**src/rtl/burst_deserializer_pkg.sv**
```systemverilog
// ---------------------------------------------------------------------------
// burst_deserializer_pkg
// Shared definitions for the burst deserializer slice.
//   DESER_WIDTH : default burst / word width, shared with the iterator that
//                 generates the 16-cycle sampling window.
//   state_t     : collection FSM states.
// ---------------------------------------------------------------------------
package burst_deserializer_pkg;

  localparam int DESER_WIDTH = 16;

  typedef enum logic {
    IDLE    = 1'b0,
    COLLECT = 1'b1
  } state_t;

endpackage : burst_deserializer_pkg

```
**src/rtl/burst_deserializer_if.sv**
```systemverilog
// ---------------------------------------------------------------------------
// burst_deserializer_if
// Valid/ready read port of the deserializer's one-entry holding register.
//   word       : holding-register contents (producer -> consumer)
//   word_valid : holding register holds an unconsumed word
//   rd_ready   : consumer accepts the word on this edge (consumer -> producer)
// Modports: master = deserializer side, slave = consumer side.
// ---------------------------------------------------------------------------
interface burst_deserializer_if
  import burst_deserializer_pkg::*;
#(
  parameter int WIDTH = DESER_WIDTH
);

  logic [WIDTH-1:0] word;
  logic             word_valid;
  logic             rd_ready;

  modport master (
    output word,
    output word_valid,
    input  rd_ready
  );

  modport slave (
    input  word,
    input  word_valid,
    output rd_ready
  );

endinterface : burst_deserializer_if

```
**src/rtl/burst_deserializer_output_holding_reg.sv**
```systemverilog
// ---------------------------------------------------------------------------
// output_holding_reg
// One-entry valid/ready holding register with commit, pop and sticky overrun.
//   clk, rst_n   : clock, asynchronous active-low reset
//   commit       : a new word is offered this edge (commit_data)
//   commit_data  : word to store on commit
//   rd_ready     : consumer ready; with word_valid forms a transfer
//   clr_status   : synchronous clear of overrun (a simultaneous set wins)
//   word         : stored word, stable while valid and not transferred
//   word_valid   : register holds an unconsumed word
//   overrun      : sticky, a committed word was dropped because it was full
// A commit is accepted when the register is empty or is being popped on the
// same edge; otherwise the new word is dropped and the old one is kept.
// ---------------------------------------------------------------------------
module output_holding_reg
  import burst_deserializer_pkg::*;
#(
  parameter int WIDTH = DESER_WIDTH
) (
  input  logic             clk,
  input  logic             rst_n,
  input  logic             commit,
  input  logic [WIDTH-1:0] commit_data,
  input  logic             rd_ready,
  input  logic             clr_status,
  output logic [WIDTH-1:0] word,
  output logic             word_valid,
  output logic             overrun
);

  logic pop;
  logic accept;

  assign pop    = word_valid && rd_ready;
  assign accept = commit && (!word_valid || rd_ready);

  // NOTE: the data register is reset along with its valid bit because the
  // word output is architecturally visible as zero after reset; a pure
  // datapath register that nobody reads before valid could skip the reset.
  always_ff @(posedge clk or negedge rst_n) begin
    if (!rst_n) begin
      word       <= '0;
      word_valid <= 1'b0;
      overrun    <= 1'b0;
    end else begin
      if (accept) begin
        word       <= commit_data;
        word_valid <= 1'b1;
      end else if (pop) begin
        word_valid <= 1'b0;
      end

      // Set has priority over clear so a drop is never lost.
      if (commit && !accept) begin
        overrun <= 1'b1;
      end else if (clr_status) begin
        overrun <= 1'b0;
      end
    end
  end

endmodule : output_holding_reg

```
**src/rtl/burst_deserializer.sv**
```systemverilog
// ---------------------------------------------------------------------------
// burst_deserializer
// Samples one serial bit per cycle while the iterator window (en) is high and
// assembles a WIDTH-bit word. When the window closes the bit count is checked;
// a correct-length word is committed to a one-entry holding register drained
// over a valid/ready port.
//   clk, rst_n  : clock, asynchronous active-low reset
//   en          : burst window, high for WIDTH consecutive cycles per burst
//   sdata       : serial data, sampled on every edge with en=1
//   clr_status  : synchronous clear of the sticky overrun flag
//   rd          : valid/ready read port (word, word_valid, rd_ready)
//   len_err     : one-cycle pulse, burst closed with bit count != WIDTH
//   overrun     : sticky, a good word was dropped because the register was full
//   busy        : registered, high while in COLLECT
// ---------------------------------------------------------------------------
module burst_deserializer
  import burst_deserializer_pkg::*;
#(
  parameter int WIDTH     = DESER_WIDTH,
  parameter bit MSB_FIRST = 1'b1,
  parameter int CNT_W     = $clog2(WIDTH + 2)
) (
  input  logic                 clk,
  input  logic                 rst_n,
  input  logic                 en,
  input  logic                 sdata,
  input  logic                 clr_status,
  burst_deserializer_if.master rd,
  output logic                 len_err,
  output logic                 overrun,
  output logic                 busy
);

  localparam logic [CNT_W-1:0] CNT_FULL = CNT_W'(WIDTH);
  localparam logic [CNT_W-1:0] CNT_SAT  = CNT_W'(WIDTH + 1);

  state_t           state;
  logic [WIDTH-1:0] sr;
  logic [WIDTH-1:0] sr_shifted;
  logic [CNT_W-1:0] cnt;
  logic             commit;

  // Shift direction decides where the first sampled bit ends up after
  // exactly WIDTH shifts: word[WIDTH-1] when MSB-first, word[0] otherwise.
  generate
    if (MSB_FIRST) begin : g_msb_first
      assign sr_shifted = {sr[WIDTH-2:0], sdata};
    end else begin : g_lsb_first
      assign sr_shifted = {sdata, sr[WIDTH-1:1]};
    end
  endgenerate

  // Commit is evaluated on the closing edge itself so word_valid rises on
  // the first edge that samples en=0.
  assign commit = (state == COLLECT) && !en && (cnt == CNT_FULL);

  // NOTE: all state in this block uses non-blocking assignments so every
  // register sees the pre-edge value of the others (cnt compare vs update).
  always_ff @(posedge clk or negedge rst_n) begin
    if (!rst_n) begin
      state   <= IDLE;
      sr      <= '0;
      cnt     <= '0;
      len_err <= 1'b0;
      busy    <= 1'b0;
    end else begin
      len_err <= 1'b0;
      case (state)
        IDLE: begin
          if (en) begin
            sr    <= sr_shifted;
            cnt   <= CNT_W'(1);
            state <= COLLECT;
            busy  <= 1'b1;
          end
        end
        COLLECT: begin
          if (en) begin
            // Long bursts keep shifting; the count saturates one past full
            // so it can never wrap back to a "correct" length.
            sr <= sr_shifted;
            if (cnt != CNT_SAT) begin
              cnt <= cnt + CNT_W'(1);
            end
          end else begin
            len_err <= (cnt != CNT_FULL);
            cnt     <= '0;
            state   <= IDLE;
            busy    <= 1'b0;
          end
        end
        default: begin
          state <= IDLE;
          busy  <= 1'b0;
        end
      endcase
    end
  end

  output_holding_reg #(
    .WIDTH (WIDTH)
  ) u_hold (
    .clk         (clk),
    .rst_n       (rst_n),
    .commit      (commit),
    .commit_data (sr),
    .rd_ready    (rd.rd_ready),
    .clr_status  (clr_status),
    .word        (rd.word),
    .word_valid  (rd.word_valid),
    .overrun     (overrun)
  );

endmodule : burst_deserializer

```
**src/flat_wrapper.sv**
```systemverilog
// flat-port wrapper written by rule: the top's interface ports become plain ports
module burst_deserializer_flat import burst_deserializer_pkg::*;
#(
  parameter int WIDTH     = DESER_WIDTH,
  parameter bit MSB_FIRST = 1'b1,
  parameter int CNT_W     = $clog2(WIDTH + 2)
)
  (clk, rst_n, en, sdata, clr_status, len_err, overrun, busy, rd_word, rd_word_valid, rd_rd_ready);
  burst_deserializer_if #(.WIDTH(WIDTH)) rd_i ();
  input  logic clk;
  input  logic rst_n;
  input  logic en;
  input  logic sdata;
  input  logic clr_status;
  output logic len_err;
  output logic overrun;
  output logic busy;
  output wire logic [$bits(rd_i.word)-1:0] rd_word;
  output wire logic [$bits(rd_i.word_valid)-1:0] rd_word_valid;
  input wire logic [$bits(rd_i.rd_ready)-1:0] rd_rd_ready;
  assign rd_word = rd_i.word;
  assign rd_word_valid = rd_i.word_valid;
  assign rd_i.rd_ready = rd_rd_ready;
  burst_deserializer #(.WIDTH(WIDTH), .MSB_FIRST(MSB_FIRST), .CNT_W(CNT_W)) u_core (.clk(clk), .rst_n(rst_n), .en(en), .sdata(sdata), .clr_status(clr_status), .rd(rd_i), .len_err(len_err), .overrun(overrun), .busy(busy));
endmodule
```
**config.mk**
```make
export PLATFORM = sky130hd
export DESIGN_NAME = burst_deserializer_flat
export DESIGN_NICKNAME = d
export VERILOG_FILES = /design/src/rtl/burst_deserializer_pkg.sv /design/src/rtl/burst_deserializer_if.sv /design/src/rtl/burst_deserializer_output_holding_reg.sv /design/src/rtl/burst_deserializer.sv /design/src/flat_wrapper.sv
export SDC_FILE = /design/constraint.sdc
export NUM_CORES = 1
export LEC_CHECK = 0
export CORE_ASPECT_RATIO = 1.1
export CORE_MARGIN = 5
export CORE_UTILIZATION = 40
export DETAILED_ROUTE_END_ITERATION = 10
export SYNTH_ARGS = -nofsm -noshare
export SYNTH_HDL_FRONTEND = slang
export SYNTH_HIERARCHICAL = 1
export SYNTH_SLANG_ARGS = --single-unit
```
**constraint.sdc**
```tcl
create_clock -name clk -period 2.2 [get_ports clk]
set_input_delay 0.22 -clock clk [delete_from_list [all_inputs] [get_ports clk]]
set_output_delay 0.22 -clock clk [all_outputs]
set_load 0.01 [all_outputs]
```
==> summary by stage, run 1 <==
GRT
The via count of the first global-routing pass is 1,133. Global routing finished with a remaining overflow of 0. The overall fraction of global-route tracks in use is 11.92%. Entering global routing, the biggest net connects 43 pins.

The initial antenna violation count is 0. The first-pass GRT wire length is 5361 um.

Synth
After Yosys synthesis, and, or, nand and nor cells account for 4.856% of the synthesized area. After synthesis, the largest family of logic cells by area is multiplexers. Yosys printed 6 warnings.

The fraction of the yosys area taken by sequential cells is 59.11%. The number of flops mapped to enable cells by yosys is 0. After synthesis, the netlist uses 25 different library cells.

Of all flip-flops after synthesis, the portion carrying an async set or reset was 100.0%. After Yosys synthesis, XOR and XNOR cells account for 0% of the synthesized area. After synthesis the netlist holds a flip-flop and latch count of 42. The synthesized netlist devotes 4.222% of its cell area to adder and majority cells. Measured against the total synthesized area, the mux share comes to 24.70%. The synthesized netlist devotes 3.941% of its cell area to compound gates. Counting every net in the synthesized netlist gives 128.

The synthesized netlist occupies a cell area of 0.001778 sq mm. Synthesis produced 116 cells. The most used flip-flop cell after synthesis is sky130_fd_sc_hd__dfrtp_1. A synthesized cell averages 15.33 sq um.

Worst setup path
The terminus of the critical flop-to-flop path is u_core/u_hold/word[13]$_DFFE_PN0P_. Measured in cells, the most critical reg-to-reg path has a length of 4. The startpoint kind of the worst setup timing path is a register. The type of the worst setup path is register to register. Of all nets on the critical path, the largest fanout is 16. The most critical setup path has its endpoint at u_core/u_hold/word[13]$_DFFE_PN0P_. The required time at the endpoint of the critical path is 2370 ps. The setup check on the worst reg-to-reg path leaves a slack of 500 ps. The category of the worst setup path capture point is a register. At the worst endpoint, the arrival time is 1870 ps. The critical path starts at u_core/cnt[2]$_DFFE_PN0P_. The reg-to-reg startpoint is u_core/cnt[2]$_DFFE_PN0P_.

Routing
The count of nets left with antenna violations once routing finished came out at 0. The pre-antenna-repair detailed-routing pass consisted of 4 iterations. The final layout contains routed wiring with a total length of 2967 um. The count of routing violations after the opening detailed-route iteration is 35. After detailed routing, the average wire length per cell comes to 14.76 um. The total DRC errors in the routed layout is 0.

The routed layout has 1,012 vias. The via count normalized by instance count is 5.035.

Timing
Setup violations remaining at the end of the flow were counted as 0. The transition time at the pin with the least slew margin is 910.2 ps. Summed over all failing endpoints, the final setup total negative slack is 0 ps. In this run the tightest slew margin relative to its limit is 39.32%. The post-route fraction of the period consumed by the critical path is 77.38%.

Derived from the worst setup path, the maximum achievable clock frequency is 0.5874 GHz. The count of final hold-check violations is 0. The max-slew violation count is 0. The final period demand of the worst path is 1702 ps. The setup clock skew after layout is 8.191 ps. Setup repair after global routing left no endpoint under its margin.

Final layout
The number of antenna diodes in the final layout is 0. The count of placed standard cells in the final layout, fillers left out is 201. The layout overhead on the synthesized area is 21.46%. Of the cells placed in the final design, the portion with a size suffix greater than 1 is 31.29%. For this run, the post-layout net count is 158.

After filler insertion, the fill cell instance count of the layout stands at 372. The register cell area after layout is 0.001051 sq mm. Leaving out fill and tap cells, the most frequent cells in the layout are 42 x sky130_fd_sc_hd__dfrtp_1, 24 x sky130_fd_sc_hd__clkdlybuf4s50_1, 23 x sky130_fd_sc_hd__mux2_2. Summing all non-filler instances in the final layout gives an area of 0.002160 sq mm. The most common library cell in the layout ignoring fill and taps is sky130_fd_sc_hd__dfrtp_1. The total area of multi-input combinational cells is 670.6 sq um.

Floorplan
Pin placement for this block handled 26 I/O pins. The effective utilization at floorplan is 41.19%. The area of the die is 0.005880 sq mm. The floorplan has 25 rows. Measured along the x axis, the die boundary spans 73.57 um. From bottom edge to top edge, the die measures 79.93 um. The core footprint is 0.004317 sq mm.

Power
The leakage power of the design is 1.031 nW. The worst-case IR drop observed on VDD is 496.2 uV. In this run the power density over the cells is 772.9 mW/mm^2.

Placed design
The wire-length estimate of the detail-placed layout is 1956 um. Routability-driven placement finished with a final weighted congestion of 0.6990. The placed instances occupy a cell area of 0.002068 sq mm. Buffers placed on the I/O ports in this run total 25. After detailed placement, the design holds a cell count of 193.

Clock network
The clock latency reported for the late side of the worst-skew pair is 290 ps. The number of post-CTS setup repair buffers is 0. TritonCTS built the clock tree. The number of cells upsized or downsized after cts is 0. Clock tree synthesis selected as its root buffer the cell sky130_fd_sc_hd__clkbuf_8. For this design, the CTS-stage hold fixing added 0 buffers.

Counting along the longest clock path gives a buffer depth of 2. After clock tree synthesis, the clock-pin slew on the worst setup and hold paths is 80 ps. The number of sinks driven by the clock tree is 42.

The clock tree synthesis step divided the H-tree into 2 levels. Counting the buffers created by CTS gives 5.

Outcome
The run finished with clean final reports.

Hold path
In this run the worst hold path is classified as primary input to async pin.

Job
The max-cap violation count is 0.
-- registers in the layout, indices dropped and copies added, names as in the netlist --
register	count
u_core/u_hold/overrun	1
u_core/busy	1
u_core/len_err	1
u_core/u_hold/word_valid	1
u_core/cnt	5
u_core/u_hold/word	16
u_core/state	1
u_core/sr	16
-- cell usage after synthesis, drive strengths merged, types with 2 or more instances --
cell type / number / share of area [%]
o2bb2ai: 2 / 0.99
a31oi: 2 / 0.70
dfrtp: 42 / 59
buf: 3 / 1.7
mux2i: 3 / 1.7
nand2: 3 / 1.1
nand3: 3 / 0.84
mux2: 33 / 23
inv: 7 / 1.5
ha: 6 / 4.2
-- critical path, stage by stage, from the launching register on --
cell and delay [ps]:
sky130_fd_sc_hd__dfrtp_1 430, sky130_fd_sc_hd__nor3b_2 330, sky130_fd_sc_hd__and3_1 270, sky130_fd_sc_hd__nand2_4 190
sky130_fd_sc_hd__mux2_4 350
-- power breakdown --
part / switching, mW / leakage [nW] / internal [mW]
clock network: 0.247 / 0.0482 / 0.253
registers: 0.0845 / 0.545 / 0.893
logic: 0.0703 / 0.438 / 0.121
-- cell type report --
type | instances | area share (%)
clock inverter | 1 | 0.2317
sequential | 42 | 48.67
clock buffer | 7 | 3.998
timing repair buffer | 26 | 11.70
inverter | 7 | 1.217
multi-input combinational | 64 | 31.05
tap | 54 | 3.129
-- layer usage --
metal / vias up / track usage [%] / share of wire [%]
met5: - / 0 / 0
met4: 0 / 6.522 / 1.3
met3: 4 / 3.401 / 4.7
met2: 26 / 18.26 / 47
met1: 516 / 14.91 / 47
li1: 466 / - / -
-- cells by family after synthesis --
kind of cell	count (synthesis)
simple gates	12
compound gates	10
flops	42
fa+ha+maj	6
mux	36
buf+inv	10
-- worst min-delay path by stage --
stage          start                                    to  slack, ps  cells past startpoint
2_1_floorplan  rst_n               u_core/busy$_DFFE_PN0P_        -80                      0
3_3_place_gp   rst_n     u_core/u_hold/overrun$_DFFE_PN0P_        390                      1
3_5_place_dp   rst_n     u_core/u_hold/overrun$_DFFE_PN0P_        410                      1
4_1_cts        rst_n               u_core/busy$_DFFE_PN0P_         80                      1
5_1_grt        rst_n  u_core/u_hold/word_valid$_DFFE_PN0P_        130                      1
6_report       rst_n     u_core/u_hold/overrun$_DFFE_PN0P_         60                      1
-- stage by stage --
stage	total power [mW]	hold WS (ps)	setup WS [ps]	utilization, %
2_1_floorplan	1.110	-75.59	663.9	-
3_3_place_gp	1.177	393.5	324.1	47.91
3_5_place_dp	1.189	406.4	295.2	47.91
4_1_cts	1.700	81.96	497.0	50.03
5_1_grt	1.772	133.3	387.6	50.03
6_report	1.669	63.51	497.6	50.03
Power figures use the tool's default switching activity.
==> run 2: changes to the inputs <==
==> constraint.sdc (replaced) <==
create_clock -name clk -period 1.8 [get_ports clk]
set_input_delay 0.18 -clock clk [delete_from_list [all_inputs] [get_ports clk]]
set_output_delay 0.18 -clock clk [all_outputs]
set_load 0.01 [all_outputs]
==> summary by stage, run 2 (synthesis results as in run 1) <==
Job
The max-cap violation count is 0 (unchanged).

Worst setup path
The worst setup path is launched from a register. Traced cell by cell, the critical path runs through inv_1, ha_1, and3_1, nand2_4, mux2_2. Among all stages on the critical path, the largest delay is contributed by sky130_fd_sc_hd__dfrtp_1. The reg-to-reg startpoint is u_core/cnt[0]$_DFFE_PN0P_. The slack of the worst reg-to-reg path was 160 ps (-340 ps). The type of the worst setup path is register to register. The worst path arrival time was 1800 ps (-70 ps).

The worst setup path is captured at a register. The cell depth of the worst flop-to-flop path is 5 (+1). The stage delay of the slowest cell on the critical path is 400 ps (-30 ps). The maximum net fanout on the critical path came to 16 (unchanged). The critical path ends at u_core/u_hold/word[10]$_DFFE_PN0P_. The most critical setup path has its startpoint at u_core/cnt[0]$_DFFE_PN0P_. The required time at the endpoint of the critical path came to 1960 ps (-410 ps). The terminus of the critical flop-to-flop path is u_core/u_hold/word[10]$_DFFE_PN0P_.

Power
The ratio of total power to cell area is 909.6 mW/mm^2 (+18%). The fraction of power consumed by combinational cells is 12.1% (+0.7 points). The sequential cell fraction of total power is 60.3% (+1.7 points). The net switching power figure was 0.4753 mW (+18%). The worst vdd rail ir drop is 493.4 uV (-0.56%). The part of the power in the clock network is 27.7% (-2.3 points).

The leakage power of the design is 1.046 nW (+1.4%). The switching power as a share of total power is 23.92% (-0.17 points). The design internal power is 1.512 mW (+19%).

Timing
The count of final setup violators came to 0 (unchanged). The final period demand of the worst path is 1638 ps (-64.63 ps). The highest attainable clock frequency is 0.6106 GHz (+3.9%). The max-slew violation count is 0 (unchanged). The worst relative slew slack came to 65.05% (+26 points). The post-route setup TNS is 0 ps (unchanged). The setup clock skew after layout came to 8.733 ps (+0.5421 ps). Setup repair after global routing left no endpoint under its margin. The post-route fraction of the period consumed by the critical path was 90.99% (+14 points).

The transition time at the pin with the least slew margin is 524.3 ps (-385.9 ps). The count of final hold-check violations came to 0 (unchanged). The smallest setup slack after layout is 162.2 ps (-335.4 ps).

Hold path
The tightest min-delay check is of the primary input to async pin type.

Clock network
The number of cells upsized or downsized after cts is 0 (unchanged). The clock-pin transition on the worst setup and hold timing paths is 80 ps (about the same). The number of sinks driven by the clock tree is 42 (unchanged). The clock latency reported for the late side of the worst-skew pair is 280 ps (about the same).

The number of post-CTS setup repair buffers is 0 (unchanged). The number of buffers between clock root and the deepest sink is 2 (unchanged). The clock root buffer master is sky130_fd_sc_hd__clkbuf_8. The clock tree from TritonCTS is built. The count of hold-fix buffers inserted at cts is 1 (+1).

The depth of the CTS H-tree is 2 (unchanged). The TritonCTS buffer count is 5 (unchanged).

Placed design
The post-detailed-placement half-perimeter wirelength is 2030 um (+3.8%). The cell area reported after detailed placement is 0.002098 sq mm (+1.5%). The weighted congestion at the end of routability-driven global placement came to 0.6769 (-3.2%). The worst-case setup slack after placement is -61.86 ps (-357.0 ps).

The number of I/O port buffers is 25 (unchanged).

Final layout
The number of antenna diodes is 0 (unchanged). The final-layout fill cell count is 364 (-2.2%). The most common library cell in the layout ignoring fill and taps is sky130_fd_sc_hd__dfrtp_1. The largest registers in the layout are u_core/sr: 16 flops, u_core/u_hold/word: 16 flops, u_core/cnt: 5 flops. The final non-filler cell area is 0.002185 sq mm (+1.2%). The layout overhead on the synthesized area is 22.87%.

The share of post-route cells with drive strength above 1 came to 31.79% (+0.50 points). The final layout net count is 163 (+3.2%). The top cell types in the final layout, fill and taps aside, are 42 x sky130_fd_sc_hd__dfrtp_1, 24 x sky130_fd_sc_hd__clkdlybuf4s50_1, 23 x sky130_fd_sc_hd__mux2_2.

Floorplan
The floorplan die width is 73.57 um (unchanged). The I/O pin count is 26 (unchanged). The number of rows created at floorplan is 25 (unchanged).

The core footprint is 0.004317 sq mm (unchanged). The die boundary height is 79.93 um (unchanged). The area of the die is 0.005880 sq mm (unchanged). The effective utilization at floorplan is 41.19% (unchanged).

GRT
The overall fraction of global-route tracks in use is 11.53% (-0.38 points). The via count of the first global-routing pass came to 1,143 (+0.88%). The global route total overflow is 0 (unchanged). The initial antenna violation count is 0 (unchanged). The first-pass GRT wire length is 5285 um (-1.4%). The maximum number of pins on one net before global-route repair is 43 (unchanged).

Outcome
The run finished with clean final reports.

Routing
The wire length reported by the detailed router is 3026 um (+2.0%). The average wire per cell in the routed design is 14.76 um (about the same). The via count normalized by instance count is 5.024 (-0.21%). The count of routing violations after the opening detailed-route iteration is 58 (+66%). The routed via count is 1,030 (+1.8%). The remaining number of nets flagged by the antenna check after routing was 0 (unchanged). The iteration count of the initial detailed-routing pass is 2 (-2). The total DRC errors in the routed layout is 0 (unchanged).
## run 2: final cells by class
cell class / count / area [sq um] / share of cell area (%)
Tap cell: 54 / 67.56 / 3.093
Sequential cell: 42 / 1051 / 48.11
Multi-Input combinational cell: 64 / 670.6 / 30.70
Timing Repair Buffer: 31 / 292.8 / 13.40
Clock buffer: 7 / 76.32 / 3.494
Inverter: 7 / 26.28 / 1.203
## run 2: worst min path at each step
stage	slack, ps	cells after the start	endpoint	from
2_1_floorplan	-120	0	u_core/busy$_DFFE_PN0P_	rst_n
3_3_place_gp	270	2	u_core/u_hold/overrun$_DFFE_PN0P_	rst_n
3_5_place_dp	280	2	u_core/u_hold/overrun$_DFFE_PN0P_	rst_n
4_1_cts	490	2	u_core/u_hold/overrun$_DFFE_PN0P_	clr_status
5_1_grt	490	2	u_core/u_hold/overrun$_DFFE_PN0P_	clr_status
6_report	490	3	u_core/busy$_DFFE_PN0P_	rst_n
## run 2: layer usage
| layer | GRT usage [%] | vias to the layer above | part of all wire, % |
|---|---|---|---|
| met2 | 18.53 | 21 | 48 |
| li1 | - | 475 | - |
| met5 | 0 | - | 0 |
| met4 | 5.435 | 0 | 1.6 |
| met1 | 14.39 | 529 | 47 |
| met3 | 2.771 | 5 | 4.2 |
## run 2: stage by stage
| step | total power, mW | std cells | utilization (%) | hold WS (ps) |
|---|---|---|---|---|
| finish | 1.987 | 205 | 50.61 | 485.8 |
| CTS | 2.021 | 205 | 50.61 | 486.7 |
| global placement | 1.443 | 197 | 48.61 | 270.2 |
| detailed placement | 1.462 | 197 | 48.61 | 278.0 |
| floorplan | 1.356 | 116 | - | -115.6 |
| global route | 2.112 | 205 | 50.61 | 487.9 |
## run 2: power by group through the flow
stage	Sequential [mW]	Clock (mW)	Combinational (mW)
6_report	1.20	0.550	0.240
2_1_floorplan	1.18	0	0.173
5_1_grt	1.22	0.617	0.271
4_1_cts	1.20	0.575	0.246
3_5_place_dp	1.22	0	0.242
3_3_place_gp	1.21	0	0.233
## run 2: worst max-delay path: cells and delay by family (launching register included)
kind / cells / cell delay (ps)
fa+ha+maj: 1 / 210
buf+inv: 1 / 90
flops: 1 / 400
mux: 1 / 370
simple gates: 2 / 430
